File: config.mk
export PLATFORM = sky130hd
export DESIGN_NAME = pingpong_match_ctrl
export DESIGN_NICKNAME = d
export VERILOG_FILES = /design/src/rtl/pingpong_match_ctrl.sv
export SDC_FILE = /design/constraint.sdc
export NUM_CORES = 1
export LEC_CHECK = 0
export CORE_UTILIZATION = 56
export DETAILED_ROUTE_END_ITERATION = 10
export PLACE_DENSITY = 0.85
export SLEW_MARGIN = 5
export SYNTH_ARGS = -nofsm -noshare
export SYNTH_HDL_FRONTEND = slang
export SYNTH_SLANG_ARGS = --single-unit
File: constraint.sdc
create_clock -name CLK -period 3.35 [get_ports CLK]
set_clock_uncertainty 0.15 [all_clocks]
set_input_delay 0.67 -clock CLK [delete_from_list [all_inputs] [get_ports CLK]]
set_output_delay 0.67 -clock CLK [all_outputs]
set_load 0.005 [all_outputs]
File: src/rtl/pingpong_match_ctrl.sv
// rtl/pingpong_match_ctrl.sv - match-level sequencer for the ping-pong rally engine
// Arms serves, keeps game/set score, times the post-point delay, handles pause.
module pingpong_match_ctrl #(
  parameter int POINTS_TO_WIN = 7,
  parameter int SETS_TO_WIN   = 2,
  parameter int DELAY_TICKS   = 250
) (
  input  logic       CLK,
  input  logic       RSTn,
  input  logic       start,
  input  logic       pause_tgl,
  input  logic       serve0,
  input  logic       serve1,
  input  logic       pt_p1,
  input  logic       pt_p2,
  input  logic [1:0] speed_sel,
  output logic       serve_go,
  output logic       serve_dir,
  output logic       rally_en,
  output logic [8:0] base_maxT,
  output logic [2:0] score1,
  output logic [2:0] score2,
  output logic [1:0] sets1,
  output logic [1:0] sets2,
  output logic [1:0] winner,
  output logic [2:0] state_o
);

  typedef enum logic [2:0] {
    S_IDLE        = 3'd0,
    S_SERVE_WAIT  = 3'd1,
    S_RALLY       = 3'd2,
    S_POINT_DELAY = 3'd3,
    S_PAUSE       = 3'd4,
    S_MATCH_OVER  = 3'd5
  } state_t;

  localparam int         CW      = (DELAY_TICKS > 1) ? $clog2(DELAY_TICKS) : 1;
  localparam logic [2:0] PTS_WIN = 3'(POINTS_TO_WIN);
  localparam logic [1:0] SET_WIN = 2'(SETS_TO_WIN);
  localparam logic       SRV_P1  = 1'b0;
  localparam logic       SRV_P2  = 1'b1;

  state_t          state_q, state_d;
  logic [2:0]      score1_q, score1_d, score2_q, score2_d;
  logic [1:0]      sets1_q, sets1_d, sets2_q, sets2_d;
  logic [1:0]      winner_q, winner_d;
  logic            server_q, server_d;
  logic            serve_go_q, serve_go_d;
  logic            serve_dir_q, serve_dir_d;
  logic [8:0]      base_maxt_q, base_maxt_d;
  logic [CW-1:0]   cnt_q, cnt_d;
  logic            serve_hit;

  function automatic logic [8:0] speed_to_maxt(input logic [1:0] sel);
    case (sel)
      2'b11:   speed_to_maxt = 9'd50;
      2'b10:   speed_to_maxt = 9'd100;
      2'b01:   speed_to_maxt = 9'd200;
      default: speed_to_maxt = 9'd400;
    endcase
  endfunction

  // Only the current server's button counts; the receiver's button is dead.
  assign serve_hit = (server_q == SRV_P1) ? serve0 : serve1;

  always_comb begin
    state_d     = state_q;
    score1_d    = score1_q;
    score2_d    = score2_q;
    sets1_d     = sets1_q;
    sets2_d     = sets2_q;
    winner_d    = winner_q;
    server_d    = server_q;
    serve_go_d  = 1'b0;
    serve_dir_d = serve_dir_q;
    base_maxt_d = base_maxt_q;
    cnt_d       = cnt_q;
    case (state_q)
      S_IDLE, S_MATCH_OVER: begin
        if (start) begin
          score1_d = '0;
          score2_d = '0;
          sets1_d  = '0;
          sets2_d  = '0;
          winner_d = '0;
          server_d = SRV_P1;
          state_d  = S_SERVE_WAIT;
        end
      end
      S_SERVE_WAIT: begin
        if (serve_hit) begin
          base_maxt_d = speed_to_maxt(speed_sel);
          serve_dir_d = (server_q == SRV_P1);
          serve_go_d  = 1'b1;
          state_d     = S_RALLY;
        end
      end
      S_RALLY: begin
        if (pt_p1 || pt_p2) begin
          // Simultaneous pulses are a let: no score change, same server.
          if (pt_p1 && !pt_p2) begin
            score1_d = score1_q + 3'd1;
            server_d = SRV_P2;
          end else if (pt_p2 && !pt_p1) begin
            score2_d = score2_q + 3'd1;
            server_d = SRV_P1;
          end
          cnt_d   = CW'(DELAY_TICKS - 1);
          state_d = S_POINT_DELAY;
        end else if (pause_tgl) begin
          state_d = S_PAUSE;
        end
      end
      S_POINT_DELAY: begin
        if (cnt_q == '0) begin
          state_d = S_SERVE_WAIT;
          if (score1_q == PTS_WIN) begin
            sets1_d  = sets1_q + 2'd1;
            score1_d = '0;
            score2_d = '0;
            server_d = SRV_P2;
            if (sets1_q + 2'd1 == SET_WIN) begin
              winner_d = 2'b01;
              state_d  = S_MATCH_OVER;
            end
          end else if (score2_q == PTS_WIN) begin
            sets2_d  = sets2_q + 2'd1;
            score1_d = '0;
            score2_d = '0;
            server_d = SRV_P1;
            if (sets2_q + 2'd1 == SET_WIN) begin
              winner_d = 2'b10;
              state_d  = S_MATCH_OVER;
            end
          end
        end else begin
          cnt_d = cnt_q - CW'(1);
        end
      end
      S_PAUSE: begin
        if (pause_tgl) state_d = S_RALLY;
      end
      default: state_d = S_IDLE;
    endcase
  end

  always_ff @(posedge CLK) begin
    if (!RSTn) begin
      state_q     <= S_IDLE;
      score1_q    <= '0;
      score2_q    <= '0;
      sets1_q     <= '0;
      sets2_q     <= '0;
      winner_q    <= '0;
      server_q    <= SRV_P1;
      serve_go_q  <= 1'b0;
      serve_dir_q <= 1'b1;
      base_maxt_q <= 9'd400;
      cnt_q       <= '0;
    end else begin
      state_q     <= state_d;
      score1_q    <= score1_d;
      score2_q    <= score2_d;
      sets1_q     <= sets1_d;
      sets2_q     <= sets2_d;
      winner_q    <= winner_d;
      server_q    <= server_d;
      serve_go_q  <= serve_go_d;
      serve_dir_q <= serve_dir_d;
      base_maxt_q <= base_maxt_d;
      cnt_q       <= cnt_d;
    end
  end

  assign serve_go  = serve_go_q;
  assign serve_dir = serve_dir_q;
  assign rally_en  = (state_q == S_RALLY);
  assign base_maxT = base_maxt_q;
  assign score1    = score1_q;
  assign score2    = score2_q;
  assign sets1     = sets1_q;
  assign sets2     = sets2_q;
  assign winner    = winner_q;
  assign state_o   = state_q;

endmodule

==> impl_results.html <==
<table>
<tr><th>Metric</th><th>Value</th></tr>
<tr><th colspan="2">Placed design</th></tr>
<tr><td>PortBufs</td><td>35</td></tr>
<tr><td>Placed cell areas</td><td>2340 µm²</td></tr>
<tr><td>Placer's final routability congestion estimate</td><td>0.801</td></tr>
<tr><td>Detailed placer's ending HPWL</td><td>3190 µm</td></tr>
<tr><td>Pre-CTS WS</td><td>706 ps</td></tr>
<tr><td>Placed Cells</td><td>301</td></tr>
<tr><th colspan="2">Clock tree</th></tr>
<tr><td>Register clock-pin slew on the reported worst setup and hold paths</td><td>110 ps</td></tr>
<tr><td>Buffer cell driving the clock tree root</td><td>clkbuf_4</td></tr>
<tr><td>Clock tree from TritonCTS</td><td>built</td></tr>
<tr><td>Max Buffers Root-to-Sink</td><td>2</td></tr>
<tr><td>Clk Latency, worst-skew pair</td><td>340 ps</td></tr>
<tr><td>Hold buffer count at cts</td><td>0</td></tr>
<tr><td>Clk sinks</td><td>34</td></tr>
<tr><td>Post-CTS sizing</td><td>0</td></tr>
<tr><td>H-Tree Depth</td><td>2</td></tr>
<tr><td>Num CTS Buffers</td><td>5</td></tr>
<tr><td>Setup Buffers After CTS</td><td>0</td></tr>
<tr><th colspan="2">GRT</th></tr>
<tr><td>Number of global-route vias before repair</td><td>1591</td></tr>
<tr><td>Antenna violations before repair</td><td>0</td></tr>
<tr><td>Wire length of the first global-routing pass</td><td>7010 µm</td></tr>
<tr><td>Pin count of the biggest net entering global routing</td><td>16</td></tr>
<tr><td>Aggregate global routing overflow</td><td>0</td></tr>
<tr><td>All-layer global routing usage</td><td>0.256</td></tr>
<tr><th colspan="2">Synth</th></tr>
<tr><td>Netlist cell types</td><td>51</td></tr>
<tr><td>Number of flops mapped to enable cells by yosys</td><td>0</td></tr>
<tr><td>Synth Area in Compound Gates</td><td>0.230</td></tr>
<tr><td>Seq/Total Area, Yosys</td><td>0.349</td></tr>
<tr><td>Commonest register cell after synthesis</td><td>dfxtp_1</td></tr>
<tr><td>Multiplexer share of the synthesized area</td><td>0.0359</td></tr>
<tr><td>Synth Area in Simple Gates</td><td>0.242</td></tr>
<tr><td>Adder-cell area share of the yosys netlist</td><td>0.0898</td></tr>
<tr><td>Seq cells post-synth</td><td>34</td></tr>
<tr><td>Instance count of the mapped netlist</td><td>226</td></tr>
<tr><td>Dominant combinational cell family by area after synthesis</td><td>simple AND/OR/NAND/NOR gates</td></tr>
<tr><td>Cell Area, Synth</td><td>1950 µm²</td></tr>
<tr><td>Number of warnings issued by yosys</td><td>0</td></tr>
<tr><td>XOR/XNOR Fraction of Synth Area</td><td>0.00449</td></tr>
<tr><td>Post-synthesis area per instance</td><td>8.63 µm²</td></tr>
<tr><td>Total nets after synthesis</td><td>250</td></tr>
<tr><td>Asr flop ratio synth</td><td>0</td></tr>
<tr><th colspan="2">Finish</th></tr>
<tr><td>Area growth from synthesis to layout</td><td>23.2%</td></tr>
<tr><td>Most frequent cells in the layout</td><td>35 x clkdlybuf4s50_1, 34 x dfxtp_1, 17 x a21oi_1</td></tr>
<tr><td>Nets@finish</td><td>286</td></tr>
<tr><td>Layout fillers</td><td>265</td></tr>
<tr><td>Antenna diode count</td><td>0</td></tr>
<tr><td>Register cell area after layout</td><td>681 µm²</td></tr>
<tr><td>Fraction of layout cells with a size suffix above 1</td><td>0.0722</td></tr>
<tr><td>Finished Layout Cells</td><td>309</td></tr>
<tr><td>Most common library cell in the layout ignoring fill and taps</td><td>clkdlybuf4s50_1</td></tr>
<tr><td>Final non-filler cell area</td><td>2400 µm²</td></tr>
<tr><td>Multi-input gate area</td><td>1180 µm²</td></tr>
<tr><th colspan="2">Detailed routing</th></tr>
<tr><td>Number of DRC violations after detailed-routing iteration 0</td><td>82</td></tr>
<tr><td>Mean number of vias per cell</td><td>5.90</td></tr>
<tr><td>Routed wirelength normalized by instance count</td><td>14.0 µm</td></tr>
<tr><td>Detailed-route wire length</td><td>4340 µm</td></tr>
<tr><td>Number of remaining DRC errors</td><td>0</td></tr>
<tr><td>DR vias</td><td>1823</td></tr>
<tr><td>Pre-antenna DRT Iters</td><td>4</td></tr>
<tr><td>Number of routed nets with antenna violations</td><td>0</td></tr>
<tr><th colspan="2">Floorplanning</th></tr>
<tr><td>I/O pin cnt</td><td>37</td></tr>
<tr><td>Horizontal die dimension</td><td>61.0 µm</td></tr>
<tr><td>Height of the die</td><td>61.0 µm</td></tr>
<tr><td>Initial core utilization</td><td>0.585</td></tr>
<tr><td>Die area</td><td>3720 µm²</td></tr>
<tr><td>Num rows</td><td>21</td></tr>
<tr><td>Total core area</td><td>3340 µm²</td></tr>
<tr><th colspan="2">Timing</th></tr>
<tr><td>Worst-Margin Slew</td><td>518 ps</td></tr>
<tr><td>Number of setup violations in the final report</td><td>0</td></tr>
<tr><td>Setup TNS</td><td>0 ps</td></tr>
<tr><td>Minimum clock period after layout</td><td>2950 ps</td></tr>
<tr><td>RSZ-0062 raised after global routing</td><td>no</td></tr>
<tr><td>Max Slew Vio Count</td><td>0</td></tr>
<tr><td>Hold violation count in the final report</td><td>0</td></tr>
<tr><td>Max_slew headroom</td><td>0.652</td></tr>
<tr><td>Final Cycle Share</td><td>0.881</td></tr>
<tr><td>Achievable Freq</td><td>339 MHz</td></tr>
<tr><td>Setup slack after layout</td><td>398 ps</td></tr>
<tr><th colspan="2">Run</th></tr>
<tr><td>Maximum capacitance violations</td><td>0</td></tr>
<tr><th colspan="2">Critical path</th></tr>
<tr><td>Top Family by Delay on Critical Path</td><td>buffers and inverters</td></tr>
<tr><td>Crit-path max FO</td><td>15</td></tr>
<tr><td>Category of the most critical setup path</td><td>flip-flop to output pin</td></tr>
<tr><td>Worst-path cell chain</td><td>nand2b_4 &gt; or2_2 &gt; inv_1 &gt; buf_4 &gt; clkdlybuf4s50_1</td></tr>
<tr><td>Req. time, crit path</td><td>2530 ps</td></tr>
<tr><td>Worst Path Buf+Inv</td><td>3</td></tr>
<tr><td>Register-to-register setup slack</td><td>1200 ps</td></tr>
<tr><td>Type of destination of the critical path</td><td>output pin</td></tr>
<tr><td>Critical path launch point type</td><td>flip-flop</td></tr>
<tr><td>Worst path arrival time</td><td>2130 ps</td></tr>
<tr><td>Max stage delay cell, worst path</td><td>dfxtp_1</td></tr>
<tr><td>Largest stage delay on the critical path</td><td>600 ps</td></tr>
<tr><th colspan="2">Power</th></tr>
<tr><td>Worst vdd ir</td><td>0.000451 V</td></tr>
<tr><td>Portion of total power attributed to the clock network</td><td>0.143</td></tr>
<tr><td>Leakage power of the design</td><td>0.885 nW</td></tr>
<tr><td>Internal Pwr Total</td><td>1.00 mW</td></tr>
<tr><td>Fraction of power consumed by sequential logic</td><td>0.373</td></tr>
<tr><td>Combinational share of power</td><td>0.484</td></tr>
<tr><td>Switching power</td><td>712 µW</td></tr>
<tr><td>Power density over cell area</td><td>713 nW/µm²</td></tr>
<tr><td>Net switching share of the total power</td><td>0.415</td></tr>
<tr><th colspan="2">Status</th></tr>
<tr><td>Result of the run</td><td>complete, no violations</td></tr>
<tr><th colspan="2">Worst hold path</th></tr>
<tr><td>Hold crit path type</td><td>flip-flop to flip-flop</td></tr>
</table>
[synth_stat cells (2+ instances only)]
master | n | area (µm²)
ha_1 | 14 | 175
nand4_1 | 2 | 12.5
or3_1 | 3 | 18.8
a211oi_1 | 6 | 45.0
a2bb2oi_1 | 2 | 17.5
mux2i_1 | 7 | 70.1
o31ai_1 | 5 | 37.5
a31oi_1 | 9 | 56.3
nor3b_1 | 6 | 45.0
o41ai_1 | 2 | 17.5
nand2_1 | 14 | 52.6
nand3_1 | 3 | 15.0
a311oi_1 | 3 | 26.3
nor2_1 | 16 | 60.1
o22ai_1 | 2 | 12.5
nand4b_1 | 3 | 26.3
a21boi_0 | 2 | 15.0
clkbuf_1 | 4 | 15.0
a21oi_1 | 17 | 85.1
inv_1 | 12 | 45.0
or2_2 | 2 | 12.5
nor3_1 | 4 | 20.0
nand3b_1 | 4 | 30.0
nor2b_1 | 5 | 31.3
and2_1 | 3 | 18.8
a21o_1 | 2 | 15.0
or4_1 | 3 | 22.5
o21ai_0 | 9 | 45.0
nand2b_1 | 4 | 25.0
buf_2 | 4 | 20.0
dfxtp_1 | 34 | 681
[kinds of logic after synthesis]
logic type | after synthesis
adder cells (fa/ha/maj) | 14
multiplexers | 7
flip-flops | 34
buffers and inverters | 22
XOR/XNOR | 1
other | 1
AND/OR/NAND/NOR | 79
AO/OA/AOI/OAI | 68
[worst min-delay path, delay by kind of cell, from the launching register on]
| family | cells | cell delay, ps |
|---|---|---|
| AOI/OAI and AO/OA | 1 | 60 |
| DFF | 1 | 320 |
| and+or+nand+nor | 1 | 50 |
[final cells by class]
cell class                 instances  share of cell area
clock buffer                       7              0.0229
clock inverter                     1             0.00208
inverter                          12              0.0188
multi-input combinational        170               0.491
sequential                        34               0.283
tap                               46              0.0240
timing repair buffer              39               0.158
[per-stage QoR]
step / util / power [mW] / hold WS (ps)
after CTS: 0.720 / 1.71 / 331
final: 0.720 / 1.71 / 328
after detailed placement: 0.702 / 1.47 / 316
after global placement: 0.702 / 1.43 / 306
after global routing: 0.720 / 1.84 / 353
after floorplan: - / 1.22 / 313
[power groups by stage]
stage	clock, mW	combinational [mW]	sequential (mW)
6_report	0.245	0.829	0.639
5_1_grt	0.264	0.919	0.655
4_1_cts	0.247	0.828	0.633
3_5_place_dp	0	0.824	0.642
3_3_place_gp	0	0.798	0.635
2_1_floorplan	0	0.637	0.586
[worst paths after layout]
| path | start | cells after the start | to |
|---|---|---|---|
| max | state_o[1] | 5 | rally_en |
| min | winner[1] | 2 | winner[1] |
| max reg2reg | cnt_q[0] | 6 | score2[0] |
| min reg2reg | winner[1] | 2 | winner[1] |
[sequential cells by signal, summed over array words and instances, names as in the netlist]
register,flops
state_o,3
base_maxT,8
winner,2
score2,3
sets1,2
serve_dir,1
sets2,2
cnt_q,8
score1,3
serve_go,1
server_q,1
[layer usage]
layer | global-route usage | up-vias | wire length (µm)
li1 | - | 911 | -
met1 | 0.321 | 858 | 2080
met2 | 0.430 | 45 | 2030
met3 | 0.0651 | 9 | 160
met4 | 0.0812 | 0 | 69
met5 | 0 | - | 0
Power figures use the tool's default switching activity.
